## config.mk

```make
export PLATFORM = sky130hd
export DESIGN_NAME = midi_uart_rx_fifo
export DESIGN_NICKNAME = d
export VERILOG_FILES = /design/src/rtl/midi_uart_rx_fifo.sv
export SDC_FILE = /design/constraint.sdc
export NUM_CORES = 1
export LEC_CHECK = 0
export ABC_CLOCK_PERIOD_IN_PS = 2500
export BUFFER_PORTS_ARGS = -buffer_cell sky130_fd_sc_hd__buf_2
export CAP_MARGIN = 10
export CORE_MARGIN = 3
export CORE_UTILIZATION = 55
export CTS_CLUSTER_DIAMETER = 100
export DETAILED_ROUTE_END_ITERATION = 7
export PLACE_DENSITY_LB_ADDON = 0.12
export SLEW_MARGIN = 20
export SYNTH_ARGS = -nofsm -noshare
export SYNTH_HDL_FRONTEND = slang
export SYNTH_SLANG_ARGS = --single-unit
```

## constraint.sdc

```tcl
create_clock -name CLOCK_50 -period 2.5 [get_ports CLOCK_50]
set_input_delay 0.25 -clock CLOCK_50 [delete_from_list [all_inputs] [get_ports CLOCK_50]]
set_output_delay 0.25 -clock CLOCK_50 [all_outputs]
set_load 0.01 [all_outputs]
```

## src/rtl/midi_uart_rx_fifo.sv

```systemverilog
// MIDI 8N1 receiver with a show-ahead byte FIFO, framing-error pulse and sticky overrun flag.
// Optional build macro MIDI_RT_FILTER_EN drops system real-time bytes (F8..FF) before the FIFO.
module midi_uart_rx_fifo #(
    parameter int CLK_HZ     = 50000000,
    parameter int BAUD       = 31250,
    parameter int OSR        = 16,
    parameter int FIFO_DEPTH = 8,
    parameter int LW         = $clog2(FIFO_DEPTH) + 1
) (
    input  logic          CLOCK_50,
    input  logic          reset_reg_N,
    input  logic          midi_rxd,
    input  logic          rd_en,
    input  logic          clr_err,
    output logic [7:0]    byte_out,
    output logic          byte_valid,
    output logic [LW-1:0] fifo_level,
    output logic          frame_err,
    output logic          overrun
);

    localparam int DIV = CLK_HZ / (BAUD * OSR);
    localparam int DW  = (DIV > 1) ? $clog2(DIV) : 1;
    localparam int OW  = $clog2(OSR);
    localparam int PW  = $clog2(FIFO_DEPTH);

    localparam logic [DW-1:0] DIV_LAST = DW'(DIV - 1);
    localparam logic [OW-1:0] OS_MID   = OW'(OSR / 2 - 1);
    localparam logic [OW-1:0] OS_LAST  = OW'(OSR - 1);
    localparam logic [LW-1:0] LVL_FULL = LW'(FIFO_DEPTH);

    typedef enum logic [2:0] {
        ST_IDLE,
        ST_START,
        ST_DATA,
        ST_STOP,
        ST_WAIT_IDLE
    } state_t;

`ifdef MIDI_RT_FILTER_EN
    function automatic logic is_realtime(input logic [7:0] b);
        return (b[7:3] == 5'b11111);
    endfunction
`endif

    logic          rx_meta_r;
    logic          rxs_r;
    state_t        state_r;
    logic [DW-1:0] div_cnt_r;
    logic [OW-1:0] os_cnt_r;
    logic [OW-1:0] idle_cnt_r;
    logic [2:0]    bit_cnt_r;
    logic [7:0]    shift_r;
    logic          frame_err_r;

    logic [PW-1:0] wr_ptr_r;
    logic [PW-1:0] rd_ptr_r;
    logic [LW-1:0] level_r;
    logic          byte_valid_r;
    logic [7:0]    byte_out_r;
    logic          overrun_r;
    logic [7:0]    mem_r [FIFO_DEPTH];

    logic          os_tick_s;
    logic          mid_s;
    logic          rt_byte_s;
    logic          push_s;
    logic          pop_s;
    logic          full_s;
    logic          wr_en_s;
    logic          drop_s;
    logic [PW-1:0] rd_ptr_next_s;
    logic [LW-1:0] level_next_s;
    logic [7:0]    head_next_s;

    // Two-flop synchroniser; idles high so reset never looks like a start bit
    always_ff @(posedge CLOCK_50 or negedge reset_reg_N) begin
        if (!reset_reg_N) begin
            rx_meta_r <= 1'b1;
            rxs_r     <= 1'b1;
        end else begin
            rx_meta_r <= midi_rxd;
            rxs_r     <= rx_meta_r;
        end
    end

    // Tick/mid-bit decode and FIFO push/pop arbitration
    always_comb begin
        os_tick_s = (div_cnt_r == DIV_LAST);
        mid_s     = os_tick_s && (os_cnt_r == OS_MID);
`ifdef MIDI_RT_FILTER_EN
        rt_byte_s = is_realtime(shift_r);
`else
        rt_byte_s = 1'b0;
`endif
        push_s  = (state_r == ST_STOP) && mid_s && rxs_r && !rt_byte_s;
        pop_s   = rd_en && (level_r != {LW{1'b0}});
        full_s  = (level_r == LVL_FULL);
        wr_en_s = push_s && (!full_s || pop_s);
        drop_s  = push_s && full_s && !pop_s;

        if (pop_s) begin
            rd_ptr_next_s = rd_ptr_r + PW'(1);
        end else begin
            rd_ptr_next_s = rd_ptr_r;
        end

        case ({wr_en_s, pop_s})
            2'b10:   level_next_s = level_r + LW'(1);
            2'b01:   level_next_s = level_r - LW'(1);
            default: level_next_s = level_r;
        endcase

        // A byte written into the slot that becomes the head bypasses the array
        if (wr_en_s && (wr_ptr_r == rd_ptr_next_s)) begin
            head_next_s = shift_r;
        end else begin
            head_next_s = mem_r[rd_ptr_next_s];
        end
    end

    // Receiver FSM with oversampling counters; os_cnt keeps running so it wraps on each bit boundary
    always_ff @(posedge CLOCK_50 or negedge reset_reg_N) begin
        if (!reset_reg_N) begin
            state_r     <= ST_IDLE;
            div_cnt_r   <= {DW{1'b0}};
            os_cnt_r    <= {OW{1'b0}};
            idle_cnt_r  <= {OW{1'b0}};
            bit_cnt_r   <= 3'd0;
            shift_r     <= 8'h00;
            frame_err_r <= 1'b0;
        end else begin
            frame_err_r <= 1'b0;

            if ((state_r == ST_IDLE) || os_tick_s) begin
                div_cnt_r <= {DW{1'b0}};
            end else begin
                div_cnt_r <= div_cnt_r + DW'(1);
            end

            if (state_r == ST_IDLE) begin
                os_cnt_r <= {OW{1'b0}};
            end else if (os_tick_s) begin
                os_cnt_r <= (os_cnt_r == OS_LAST) ? {OW{1'b0}} : os_cnt_r + OW'(1);
            end

            case (state_r)
                ST_IDLE: begin
                    if (!rxs_r) begin
                        state_r <= ST_START;
                    end
                end
                ST_START: begin
                    if (mid_s) begin
                        if (!rxs_r) begin
                            state_r   <= ST_DATA;
                            bit_cnt_r <= 3'd0;
                        end else begin
                            state_r <= ST_IDLE;
                        end
                    end
                end
                ST_DATA: begin
                    if (mid_s) begin
                        shift_r[bit_cnt_r] <= rxs_r;
                        if (bit_cnt_r == 3'd7) begin
                            state_r <= ST_STOP;
                        end else begin
                            bit_cnt_r <= bit_cnt_r + 3'd1;
                        end
                    end
                end
                ST_STOP: begin
                    if (mid_s) begin
                        if (rxs_r) begin
                            state_r <= ST_IDLE;
                        end else begin
                            frame_err_r <= 1'b1;
                            idle_cnt_r  <= {OW{1'b0}};
                            state_r     <= ST_WAIT_IDLE;
                        end
                    end
                end
                ST_WAIT_IDLE: begin
                    // A break holds us here until a full bit time of idle line is seen
                    if (os_tick_s) begin
                        if (!rxs_r) begin
                            idle_cnt_r <= {OW{1'b0}};
                        end else if (idle_cnt_r == OS_LAST) begin
                            idle_cnt_r <= {OW{1'b0}};
                            state_r    <= ST_IDLE;
                        end else begin
                            idle_cnt_r <= idle_cnt_r + OW'(1);
                        end
                    end
                end
                default: begin
                    state_r <= ST_IDLE;
                end
            endcase
        end
    end

    // FIFO pointers, level, registered head and sticky overrun (set beats clear)
    always_ff @(posedge CLOCK_50 or negedge reset_reg_N) begin
        if (!reset_reg_N) begin
            wr_ptr_r     <= {PW{1'b0}};
            rd_ptr_r     <= {PW{1'b0}};
            level_r      <= {LW{1'b0}};
            byte_valid_r <= 1'b0;
            byte_out_r   <= 8'h00;
            overrun_r    <= 1'b0;
        end else begin
            if (wr_en_s) begin
                wr_ptr_r <= wr_ptr_r + PW'(1);
            end
            rd_ptr_r     <= rd_ptr_next_s;
            level_r      <= level_next_s;
            byte_valid_r <= (level_next_s != {LW{1'b0}});
            byte_out_r   <= head_next_s;
            if (drop_s) begin
                overrun_r <= 1'b1;
            end else if (clr_err) begin
                overrun_r <= 1'b0;
            end
        end
    end

    // Byte storage; contents are only meaningful between the pointers
    always_ff @(posedge CLOCK_50) begin
        if (wr_en_s) begin
            mem_r[wr_ptr_r] <= shift_r;
        end
    end

    assign byte_out   = byte_out_r;
    assign byte_valid = byte_valid_r;
    assign fifo_level = level_r;
    assign frame_err  = frame_err_r;
    assign overrun    = overrun_r;

endmodule

```

* Word level (Yosys, flattened, before mapping) *
Memory sizes are Yosys's and may differ from the RTL's. A register that Yosys moved wholly into a read port is not among the register bits.
Index checks and enable logic that the tools add are counted.
Widths: inputs -> output; s select.

word-level totals
  RAM bits = 64
  memories kept = 1
  logic and storage cells = 110
  flip-flop bits (word level) = 44

memory list
  memory  depth  bits a word  rd ports  clocked after memory_dff  write ports  RTL line  source
  mem_r   8      8            1         1                         1            62        logic [7:0] mem_r [FIFO_DEPTH];

operators by class
  $lt $le $gt $ge = 2
  add/subtract/negate cells = 8
  multiplexer cells = 38
  reduce and logical (&&, ||, !) cells = 24
  equality and inequality tests = 23

operators by type and width
  kind                 count
  $mux 3               14
  $mux 4               8
  $ne 2x2->1 const B   11
  $pmux 4 s2           2
  $pmux 3 s5           1
  $add 4x1->4 const B  3
  $eq 4x4->1 const B   3
  $add 3x1->3 const B  3
  $bwmux 8             1
  $logic_and 1x1->1    8
  $mux 1               8
  $reduce_and 8->1     1
  $reduce_bool 2->1    4
  $reduce_bool 4->1    2
  $add 7x1->7 const B  1
  $eq 7x7->1 const B   1
  $mux 7               1
  $eq 3x2->1 const B   2
  $eq 3x3->1 const B   2
  $pmux 3 s2           1
  $reduce_and 5->1     1
  $eq 4x3->1 const B   1
  $lt 3x4->1 const B   1
  $reduce_and 4->1     1
  11 further kinds     14

* Logic depth before layout (Yosys ltp) *
Gate-level depths: netlist (run 1).

  depth after elaboration = 8
  mapped depth = 10
  mapped depth without buffers = 9

* Worst setup path before layout (run 1) *
Ideal clock, no wire load.

  path kind = flip-flop to flip-flop
  start point = register rd_ptr_r[0]
  end point = register byte_out_r[6] (netlist: byte_out[6]), read port of mem_r
  arrival time = 2.495 ns
  setup time = 0.125 ns
  slack = -0.120 ns
  clock period less this slack = 2.620 ns
  cell stages (with the launch flop) = 9
  cells stage by stage = dfrtp_1 > ha_1 > clkbuf_1 > clkbuf_1 > mux2i_1 > mux2_2 > a21oi_1 > or4_1 > mux2_2

between the ends
  cells in the longest elaborated chain, start to end = 2

ends and longest elaborated chain
  element                 RTL line  source
  start, declared         57        logic [PW-1:0] rd_ptr_r;
  start signal, assigned  208       rd_ptr_r <= {PW{1'b0}};
  start signal, assigned  217       rd_ptr_r <= rd_ptr_next_s;
  $add 3x1->3             103       rd_ptr_next_s = rd_ptr_r + PW'(1);
  $mux 3 *                102       if (pop_s) begin
  end, declared           60        logic [7:0] byte_out_r;

Every way passes the cells marked *; elsewhere a longest branch is shown, timed or not.
A chain may end at the register's enable or synchronous reset.

* Worst setup path in the final report (run 1) *
  start point = register level_r[2] (netlist: fifo_level[2])
  end point = register byte_out_r[2] (netlist: byte_out[2]), read port of mem_r

between the ends
  cells in the longest elaborated chain, start to end = 3

ends and longest elaborated chain
  element                 RTL line  source
  start, declared         58        logic [LW-1:0] level_r;
  start signal, assigned  209       level_r <= {LW{1'b0}};
  start signal, assigned  218       level_r <= level_next_s;
  $reduce_bool 4->1       97        pop_s = rd_en && (level_r != {LW{1'b0}});
  $logic_and 1x1->1       97
  $mux 3                  102

Every way passes these cells.

==> results.ini, run 1 <==
[sta]
setup_ws_ns = 0.0426
finalClockSkew_ns = 0.0102
report.final.slew_viol_count = 0
fmax_mhz = 407
tightest_slew_ns = 0.748
slew_headroom_pct = 50.1
hold_viol_final = 0
tns_ns = 0
period_share_pct = 98.3
hold_ws_ns = 0.170
setup_viol = 0
min_period_ns = 2.46

[detailed_routing]
wl_per_cell_um = 18.1
wirelength_mm = 12.3
vias = 3971
firstDrtPassIters = 5
first_iter_violations = 202
viasPerCell = 5.85
antenna_left = 0
drc_errors = 0

[floorplanning]
die_height_um = 110
core_area_um2 = 10400
dieArea_um2 = 12100
die_w_um = 110
io-pin-count = 20
num_rows = 37
start_util_pct = 56.9

[place]
dp_slack_ns = -0.0139
dpl_cell_area_um2 = 6390
hpwl_mm = 8.32
io_buffers = 19
gp_congestion = 0.815
placed_cells = 640

[flow_run]
drv_cap = 0

[setup_path]
cp.required_ns = 2.88
crit_arrival_ns = 2.84
path_max_fanout = 20
endpoint_kind = flop
critPathLaunchType = flop
worstSetupPathType = flop to flop

[clocking]
tritoncts = done
clk_pin_slew_ns = 0.06
insertion_delay_ns = 0.51
clk_path_buf_depth = 2
ctsHtreeMaxLevel = 4
root_buffer = clkbuf_8
cts.sinks = 116
cts_buffers = 17

[worst_hold_path]
hp-class = input pin to flop

[yosys]
synth.yosys.seq_area_share_pct = 54.4
synthCells = 473
synth-main-ff-cell = edfxtp_1
synth.cell_area_um2 = 5930
synth_cell_types = 51
async_flop_share_pct = 44.8
synth-edff-count = 64
synth_fp_nets = 486
ys_seq_elements = 116
synth_area_per_cell_um2 = 12.5
yosys_warnings = 0

[power]
vdd_drop_max_uv = 422
leakagePower_nw = 2.81
powerDensity_nw_per_um2 = 630

[finish]
fillCellCount = 759
seqCellArea_um2 = 3230
instances_no_fill = 679
antennaDiodeCount = 0
layout.nets = 543
synthToLayoutAreaGrowth_pct = 20.5
drive_gt1_share_pct = 28.9
multiInputGateArea_um2 = 2640
design_area_um2 = 7150

[global_route]
track_usage_pct = 22.4
overflow = 0
grt_pass1_wl_mm = 20.1
grt_pass1_vias = 4119
antenna_found_initial = 0
grt_max_degree = 34

[run_status]
outcome = finished clean

## cell usage in the layout (no fill, tap or decap), drive strengths merged, types with 4 or more instances in the layout
cell,n
or4,8
xnor2,8
edfxtp,64
or3,5
mux2,53
nand4,4
clkbuf,18
dfrtp,50
clkinv,5
inv,8
clkinvlp,5
a21oi,39
bufinv,4
nand3,15
nor2,28
buf,58
nor3,12
nor4,5
nand2,24
mux2i,69
o21ai,11
ha,8
xor2,5
## power breakdown
part           internal [mW]  total (mW)  switching (mW)
sequential              2.01        2.01        0.000917
combinational         0.0115      0.0372          0.0258
clock                   1.63        2.46           0.826
total                   3.65        4.51           0.853
## final cells by class
class	count	area share (%)
multi-input cells	326	36.9
repair buffers	61	6.60
well taps	136	2.38
inverters	8	0.420
flip-flops and latches	116	45.1
clock buffers	18	5.99
clock inverters	14	2.59
## what timing repair did
item | in CTS | in global routing
cloned | 0 | 0
pin swaps | 1 | 7
gates resized for setup | 0 | 15
endpoints found under the hold margin | 29 | 0
setup buffers | 1 | 3
setup endpoints to repair | 8 | 14
hold buffers | 3 | 0
## metal layers
| metal | track usage [%] | vias up | routed length, µm |
|---|---|---|---|
| met3 | 6.17 | 19 | 459 |
| met2 | 38.0 | 84 | 6380 |
| met1 | 27.7 | 1969 | 5270 |
| met5 | 0 | - | 0 |
| li1 | - | 1899 | - |
| met4 | 7.12 | 0 | 191 |
## flip-flops by register name, summed over array words and instances, names as in the netlist, 4 cells and up
signal	count
shift_r	8
idle_cnt_r	4
div_cnt_r	7
byte_out	8
fifo_level	4
mem_r	64
os_cnt_r	4
## cell usage after synthesis (2+ instances only)
master     n  share of area, %
or2_2      2              0.21
dfrtp_1   50                21
or3_4      2              0.38
buf_2      5              0.42
o21ai_1    4              0.34
a21oi_1   39               3.3
mux2_1    12               2.3
nor2b_1    3              0.32
nand3_1   15               1.3
and3_1     3              0.32
buf_4      2              0.25
buf_1      2              0.13
ha_1       8               1.7
nand3b_1   2              0.25
clkbuf_1   9              0.57
nor4_1     4              0.42
mux2i_1   69                12
nor3_1    12               1.0
xnor2_1    8               1.2
nor2_1    28               1.8
o41a_1     2              0.38
o21ai_0    7              0.59
edfxtp_1  64                32
nand4_1    3              0.32
o31ai_1    3              0.38
dfstp_2    2              0.89
buf_6      4              0.76
nand2b_1   3              0.32
inv_1      8              0.51
or3_1      3              0.32
or4_1      8               1.0
nand2_1   24               1.5
mux2_2    41               7.8
xor2_1     5              0.74
## worst max-delay path: stages, from the launching register on
cell,delay (ns)
dfrtp_1,0.48
o41ai_4,0.46
buf_4,0.20
buf_12,0.16
mux2_2,0.18
a21oi_1,0.04
or4_1,0.52
mux2_2,0.29
## final timing paths
path	from	cells past startpoint	slack, ns	end
min in group asynchronous	reset_reg_N	2	0.34	byte_out[3]
max in group asynchronous	reset_reg_N	3	1.49	rxs_r
hold / removal	rd_en	4	0.17	overrun
hold reg to reg	rx_meta_r	0	0.36	rxs_r
setup / recovery	fifo_level[2]	7	0.04	byte_out[2]
setup reg to reg	fifo_level[2]	7	0.04	byte_out[2]
## per-stage QoR
stage | utilization [%] | power, mW
after floorplan | - | 2.05
after global placement | 61.4 | 2.08
after detailed placement | 61.4 | 2.08
after CTS | 67.6 | 4.55
after global routing | 68.6 | 4.64
final | 68.6 | 4.51
## kinds of logic after synthesis
logic type      share of synthesized area [%]
mux                                      21.7
compound gates                           6.54
simple gates                             10.7
buf+inv                                  2.72
fa+ha+maj                                1.69
xor+xnor                                 2.32
flops                                    54.4
(Power assumes the default switching activity.)
==> inputs of run 2 (changes only) <==
- ABC_AREA: unset -> 1
==> run 2 against run 1 <==
Core utilization fell by 1.7 points. Sequential share of layout area rose by 5.8 points. First-iteration DRC count rose by 35%.
==> results.ini, run 2 <==
[run_status]
outcome = finished clean

[setup_path]
r2r_start = div_cnt_r[0]
cp_top_family = simple AND/OR/NAND/NOR gates
path_cells = ha_1 > inv_1 > nor2_1 > nand3_2 > nor2_4 > nand3_1 > inv_1 > nand2_1 > nor3_1 > buf_4
reg2reg_slack_ns = 0.32  ; +0.28 ns
critPathLaunchType = flop
path_max_fanout = 8  ; -60%
crit_arrival_ns = 2.38  ; -0.46 ns
worstSetupPathType = flop to flop
cp.required_ns = 2.71  ; -0.17 ns
ff2ff_path_depth = 10  ; +3
path_common_cell = inv_1
crit_slowest_cell = dfrtp_1
regToRegEndpoint = mem_r[2][5]
cp.buffers_inverters = 3  ; +1
endpoint_kind = flop
slowest_delay_ns = 0.36  ; -0.16 ns

[yosys]
yosys-top-cells-area = edfxtp_1 35%, dfrtp_1 23%, nand2_1 10%
synth_cell_types = 39  ; -24%
synth.yosys.seq_area_share_pct = 58.9  ; +4.6 points
ys_seq_elements = 116  ; unchanged
synth_most_common_cell = nand2_1
synth-edff-count = 64  ; unchanged
netlist.area_leader.share_pct = 35.1  ; +2.7 points
synth_area_per_cell_um2 = 9.44  ; -25%
synth-main-ff-cell = edfxtp_1
synth_top_area_cell = edfxtp_1
synth_fp_nets = 593  ; +22%
async_flop_share_pct = 44.8  ; unchanged
yosys_warnings = 0  ; unchanged
synthTopCellsByCount = 153 x nand2_1, 95 x inv_1, 73 x nand3_1, 64 x edfxtp_1, 50 x dfrtp_1
synth.cell_area_um2 = 5470  ; -7.7%
synthCells = 580  ; +23%

[finish]
synthToLayoutAreaGrowth_pct = 15.7
regMostFlops = mem_r
instances_no_fill = 764  ; +13%
final_common_cell = nand2_1
layout.nets = 635  ; +17%
design_area_um2 = 6330  ; -11%
drive_gt1_share_pct = 13.7  ; -15 points
final_cell_mix = 153 x nand2_1, 95 x inv_1, 73 x nand3_1
antennaDiodeCount = 0  ; unchanged
largest_reg_flops = 64  ; unchanged

[floorplanning]
io-pin-count = 20  ; unchanged
num_rows = 35  ; -5.4%
dieArea_um2 = 11200  ; -7.3%
die_height_um = 106  ; -3.7%
core_area_um2 = 9460  ; -9.2%
start_util_pct = 57.9  ; +0.91 points
die_w_um = 106  ; -3.7%

[global_route]
top_usage_layer = met2
overflow = 0  ; unchanged
grt_max_degree = 45  ; +32%
grt_pass1_wl_mm = 18.9  ; -6.0%
antenna_found_initial = 0  ; unchanged
track_usage_pct = 21.9  ; -0.49 points
met2_usage_pct = 32.6  ; -5.4 points
use_met1_pct = 31.9  ; +4.2 points
met3_usage_pct = 5.51  ; -0.65 points
grt_pass1_vias = 3697  ; -10%

[power]
power.internal_mw = 4.08  ; +12%
p_sw_mw = 1.86  ; +120%
power_frac_seq_pct = 37.2  ; -7.4 points
powerDensity_nw_per_um2 = 939  ; +49%
leakagePower_nw = 2.95  ; +5.1%
switching_share_pct = 31.4  ; +12 points
share_comb_of_total_power_pct = 25.3  ; +25 points
clkPwrFrac_pct = 37.5  ; -17 points
vdd_drop_max_uv = 560  ; +33%

[place]
hpwl_mm = 7.70  ; -7.4%
dp_slack_ns = 0.354  ; +0.368 ns
gp_congestion = 0.871  ; +6.9%
io_buffers = 19  ; unchanged
placed_cells = 729  ; +14%
dpl_cell_area_um2 = 5750  ; -10%

[clocking]
ctsHtreeMaxLevel = 4  ; unchanged
root_buffer = clkbuf_8
post_cts_buffers = 0  ; -1
cts_buffers = 17  ; unchanged
clk_path_buf_depth = 2  ; unchanged
tritoncts = done
hold_buffers = 3  ; unchanged
clk_pin_slew_ns = 0.05  ; about the same
post_cts_resized = 0  ; unchanged
insertion_delay_ns = 0.51  ; about the same
cts.sinks = 116  ; unchanged

[sta]
setup_ws_ns = 0.324  ; +0.281 ns
fmax_mhz = 459  ; +13%
min_period_ns = 2.18  ; -0.281 ns
period_share_pct = 87.1  ; -11 points
tns_ns = 0  ; unchanged
finalClockSkew_ns = 0.0129  ; +0.00268 ns
tightest_slew_ns = 0.591  ; -0.158 ns
setup_viol = 0  ; unchanged
hold_viol_final = 0  ; unchanged
slew_headroom_pct = 60.6  ; +11 points
report.final.slew_viol_count = 0  ; unchanged
rsz0062_at_grt = no

[detailed_routing]
wl_per_cell_um = 14.9  ; -18%
viasPerCell = 5.27  ; -10%
wirelength_mm = 11.4  ; -7.5%
drc_errors = 0  ; unchanged
firstDrtPassIters = 5  ; unchanged
vias = 4023  ; +1.3%
first_iter_violations = 272  ; +35%
antenna_left = 0  ; unchanged

[worst_hold_path]
hp-class = input pin to async pin

[flow_run]
drv_cap = 0  ; unchanged

-- run 2: per-layer routing --
layer	up-vias	share of wire, %
met5	-	0
met4	0	1.3
met3	15	7.2
met2	158	45
met1	1862	47
li1	1988	-
-- run 2: kinds of logic after synthesis --
| kind of cell | after synthesis | share of synthesized area [%] |
|---|---|---|
| AND/OR/NAND/NOR | 299 | 25.7 |
| flip-flops | 116 | 58.9 |
| buffers and inverters | 113 | 8.50 |
| AO/OA/AOI/OAI | 41 | 4.25 |
| adder cells (fa/ha/maj) | 8 | 1.83 |
| XOR/XNOR | 3 | 0.823 |
-- run 2: per-stage QoR --
stage                     power (mW)  hold slack [ns]  util [%]
final                           5.94            0.287      66.9
after global routing            6.25            0.347      66.9
after CTS                       5.96            0.280      66.9
after detailed placement        3.73            0.356      60.8
after global placement          3.70            0.346      60.8
after floorplan                 3.36          -0.0456         -
-- run 2: layout make-up --
class	count	area [µm²]
clock buffer	24	460
clock inverter	8	85.1
fill	753	3130
inverter	101	379
multi-input combinational	351	1780
sequential	116	3230
tap	129	161
timing repair buffer	35	238
-- run 2: power groups by stage --
stage                     Sequential [mW]  Combinational [mW]  Clock [mW]
after floorplan                      2.29                1.08           0
after global placement               2.24                1.46           0
after detailed placement             2.25                1.48           0
after CTS                            2.21                1.50        2.25
after global routing                 2.22                1.68        2.35
final                                2.21                1.50        2.23
-- run 2: how the worst max path moves through the flow --
stage	start	end	slack, ns	depth (start not counted)
detailed placement	div_cnt_r[0]	mem_r[2][7]	0.35	10
floorplan	div_cnt_r[0]	mem_r[1][0]	0.26	9
global placement	div_cnt_r[0]	mem_r[2][2]	0.42	10
finish	div_cnt_r[0]	mem_r[2][5]	0.32	10
global route	div_cnt_r[0]	mem_r[3][0]	0.15	10
CTS	div_cnt_r[0]	mem_r[3][0]	0.33	10
==> inputs of run 3 (changes only) <==
- CORE_UTILIZATION: 55 -> 35
==> run 3 against run 2 <==
First-iteration DRC count up 35%. Clock skew down 0.0064 ns. Combinational power up 3%. Critical path depth unchanged. Via count down 1.7%. Sequential power about the same. Critical path type unchanged.
==> results.ini, run 3 (synthesized netlist as in run 2, its figures left out) <==
[sta]
tightest_slew_ns = 0.603  ; +0.0123 ns
setup_ws_ns = 0.329  ; +0.00554 ns
finalClockSkew_ns = 0.00649  ; -0.00639 ns
hold_viol_final = 0  ; unchanged
slew_headroom_pct = 59.5  ; -1.1 points
tns_ns = 0  ; unchanged
setup_viol = 0  ; unchanged
fmax_mhz = 461  ; +0.26%
min_period_ns = 2.17  ; -0.00554 ns
report.final.slew_viol_count = 0  ; unchanged
period_share_pct = 86.8  ; -0.22 points
rsz0062_at_grt = no

[global_route]
overflow = 0  ; unchanged
grt_pass1_wl_mm = 19.7  ; +4.3%
antenna_found_initial = 0  ; unchanged
grt_pass1_vias = 3770  ; +2.0%
track_usage_pct = 15.4  ; -6.5 points
grt_max_degree = 25  ; -44%

[setup_path]
slowest_delay_ns = 0.37  ; about the same
worstSetupPathType = flop to flop
path_common_cell = inv_1
path_max_fanout = 8  ; unchanged
critPathLaunchType = flop
crit_slowest_cell = dfrtp_1
endpoint_kind = flop
path_cells = ha_1 > inv_1 > nor2_1 > nand3_2 > nor2_4 > nand3_1 > inv_1 > nand2_1 > nor3_1 > buf_4
cp.required_ns = 2.62  ; -0.09 ns
crit_arrival_ns = 2.29  ; -0.09 ns
cp.buffers_inverters = 3  ; unchanged
cp_top_family = simple AND/OR/NAND/NOR gates

[floorplanning]
die_w_um = 131  ; +24%
io-pin-count = 20  ; unchanged
start_util_pct = 35.9  ; -22 points
num_rows = 45  ; +29%
dieArea_um2 = 17200  ; +54%
die_height_um = 131  ; +24%
core_area_um2 = 15300  ; +61%

[place]
dpl_cell_area_um2 = 5880  ; +2.3%
io_buffers = 19  ; unchanged
hpwl_mm = 8.41  ; +9.2%
gp_congestion = 0.833  ; -4.4%
placed_cells = 813  ; +12%
dp_slack_ns = 0.299  ; -0.0557 ns

[detailed_routing]
first_iter_violations = 368  ; +35%
wl_per_cell_um = 14.5  ; -2.5%
vias = 3956  ; -1.7%
firstDrtPassIters = 6  ; +1
wirelength_mm = 12.3  ; +8.0%
antenna_left = 0  ; unchanged
drc_errors = 0  ; unchanged
viasPerCell = 4.67  ; -11%

[power]
power_frac_seq_pct = 35.3  ; -1.9 points
leakagePower_nw = 3.00  ; +1.6%
powerDensity_nw_per_um2 = 962  ; +2.5%
clkPwrFrac_pct = 40.2  ; +2.7 points
switching_share_pct = 30.4  ; -0.93 points
power.internal_mw = 4.36  ; +7.0%
share_comb_of_total_power_pct = 24.5  ; -0.8 points
p_sw_mw = 1.91  ; +2.4%
vdd_drop_max_uv = 557  ; -0.57%

[clocking]
tritoncts = done
clk_path_buf_depth = 2  ; unchanged
clk_pin_slew_ns = 0.05  ; about the same
cts_buffers = 17  ; unchanged
insertion_delay_ns = 0.41  ; -0.10 ns
cts.sinks = 116  ; unchanged
root_buffer = clkbuf_16
ctsHtreeMaxLevel = 4  ; unchanged

[finish]
final_core_util_pct = 42.7  ; -24 points
design_area_um2 = 6520  ; +3.0%
fillCellCount = 1494  ; +98%
final_cell_mix = 153 x nand2_1, 95 x inv_1, 73 x nand3_1
final_common_cell = nand2_1
largest_reg_flops = 64  ; unchanged
drive_gt1_share_pct = 14.9  ; +1.2 points
antennaDiodeCount = 0  ; unchanged
layout.nets = 636  ; +0.16%
synthToLayoutAreaGrowth_pct = 19.1
instances_no_fill = 847  ; +11%
regMostFlops = mem_r

[flow_run]
drv_cap = 0  ; unchanged

[run_status]
outcome = finished clean

[worst_hold_path]
hp-class = input pin to flop

==> run 3: cell count changes in the layout (fill, tap and decap cells not counted), moves of 2 or more <==
cell,before,now
clkbuf_1,5,2
clkinv_1,4,1
clkinv_2,2,5
bufinv_16,2,4
==> run 3: what timing repair did <==
item / 4_1_cts / 5_1_grt
resized for setup: 0 / 0
hold endpoints to repair: 16 / 0
hold buffers: 2 / 0
setup buffers: 0 / 0
==> run 3: final cells by class <==
type	instances	area (µm²)	area share, %
multi-input combinational	351	1780	27.3
clock buffer	21	460	7.06
clock inverter	11	156	2.40
sequential	116	3230	49.5
timing repair buffer	36	253	3.88
inverter	101	379	5.81
tap	211	264	4.05
==> run 3: worst reg2reg max path, stage by stage, from the launching register on <==
cell and delay [ns]:
dfrtp_1 0.37, ha_1 0.19, inv_1 0.05, nor2_1 0.10, nand3_2 0.13, nor2_4 0.16, nand3_1 0.16, inv_1 0.17
nand2_1 0.15, nor3_1 0.19, buf_4 0.21
==> run 3: layer usage <==
layer	up-vias	share of wire (%)	wire length, µm	track usage (%)
li1	1992	-	-	-
met1	1850	50	6170	21.6
met2	91	44	5390	22.8
met3	23	4.1	500	3.78
met4	0	2.0	241	6.84
met5	-	0	0	0
==> run 3: path summary, 6_finish.rpt <==
path	startpoint	endpoint	slack, ns	cells after the start
min reg2reg	rx_meta_r	rxs_r	0.36	0
min	clr_err	overrun	0.03	2
max	div_cnt_r[0]	mem_r[4][1]	0.33	10
max in group asynchronous	reset_reg_N	byte_out[5]	1.48	3
max reg2reg	div_cnt_r[0]	mem_r[4][1]	0.33	10
min in group asynchronous	reset_reg_N	shift_r[6]	0.32	2
==> run 3: metrics by stage <==
stage | power (mW) | hold slack [ns]
global route | 6.63 | 0.0588
floorplan | 3.36 | -0.0456
detailed placement | 3.79 | 0.212
CTS | 6.34 | 0.0144
global placement | 3.79 | 0.208
finish | 6.27 | 0.0335
==> run 3: power groups by stage <==
stage / logic (mW) / clock network (mW) / registers, mW
detailed placement: 1.54 / 0 / 2.25
floorplan: 1.08 / 0 / 2.29
CTS: 1.55 / 2.57 / 2.22
global route: 1.75 / 2.65 / 2.23
global placement: 1.54 / 0 / 2.25
finish: 1.54 / 2.52 / 2.22
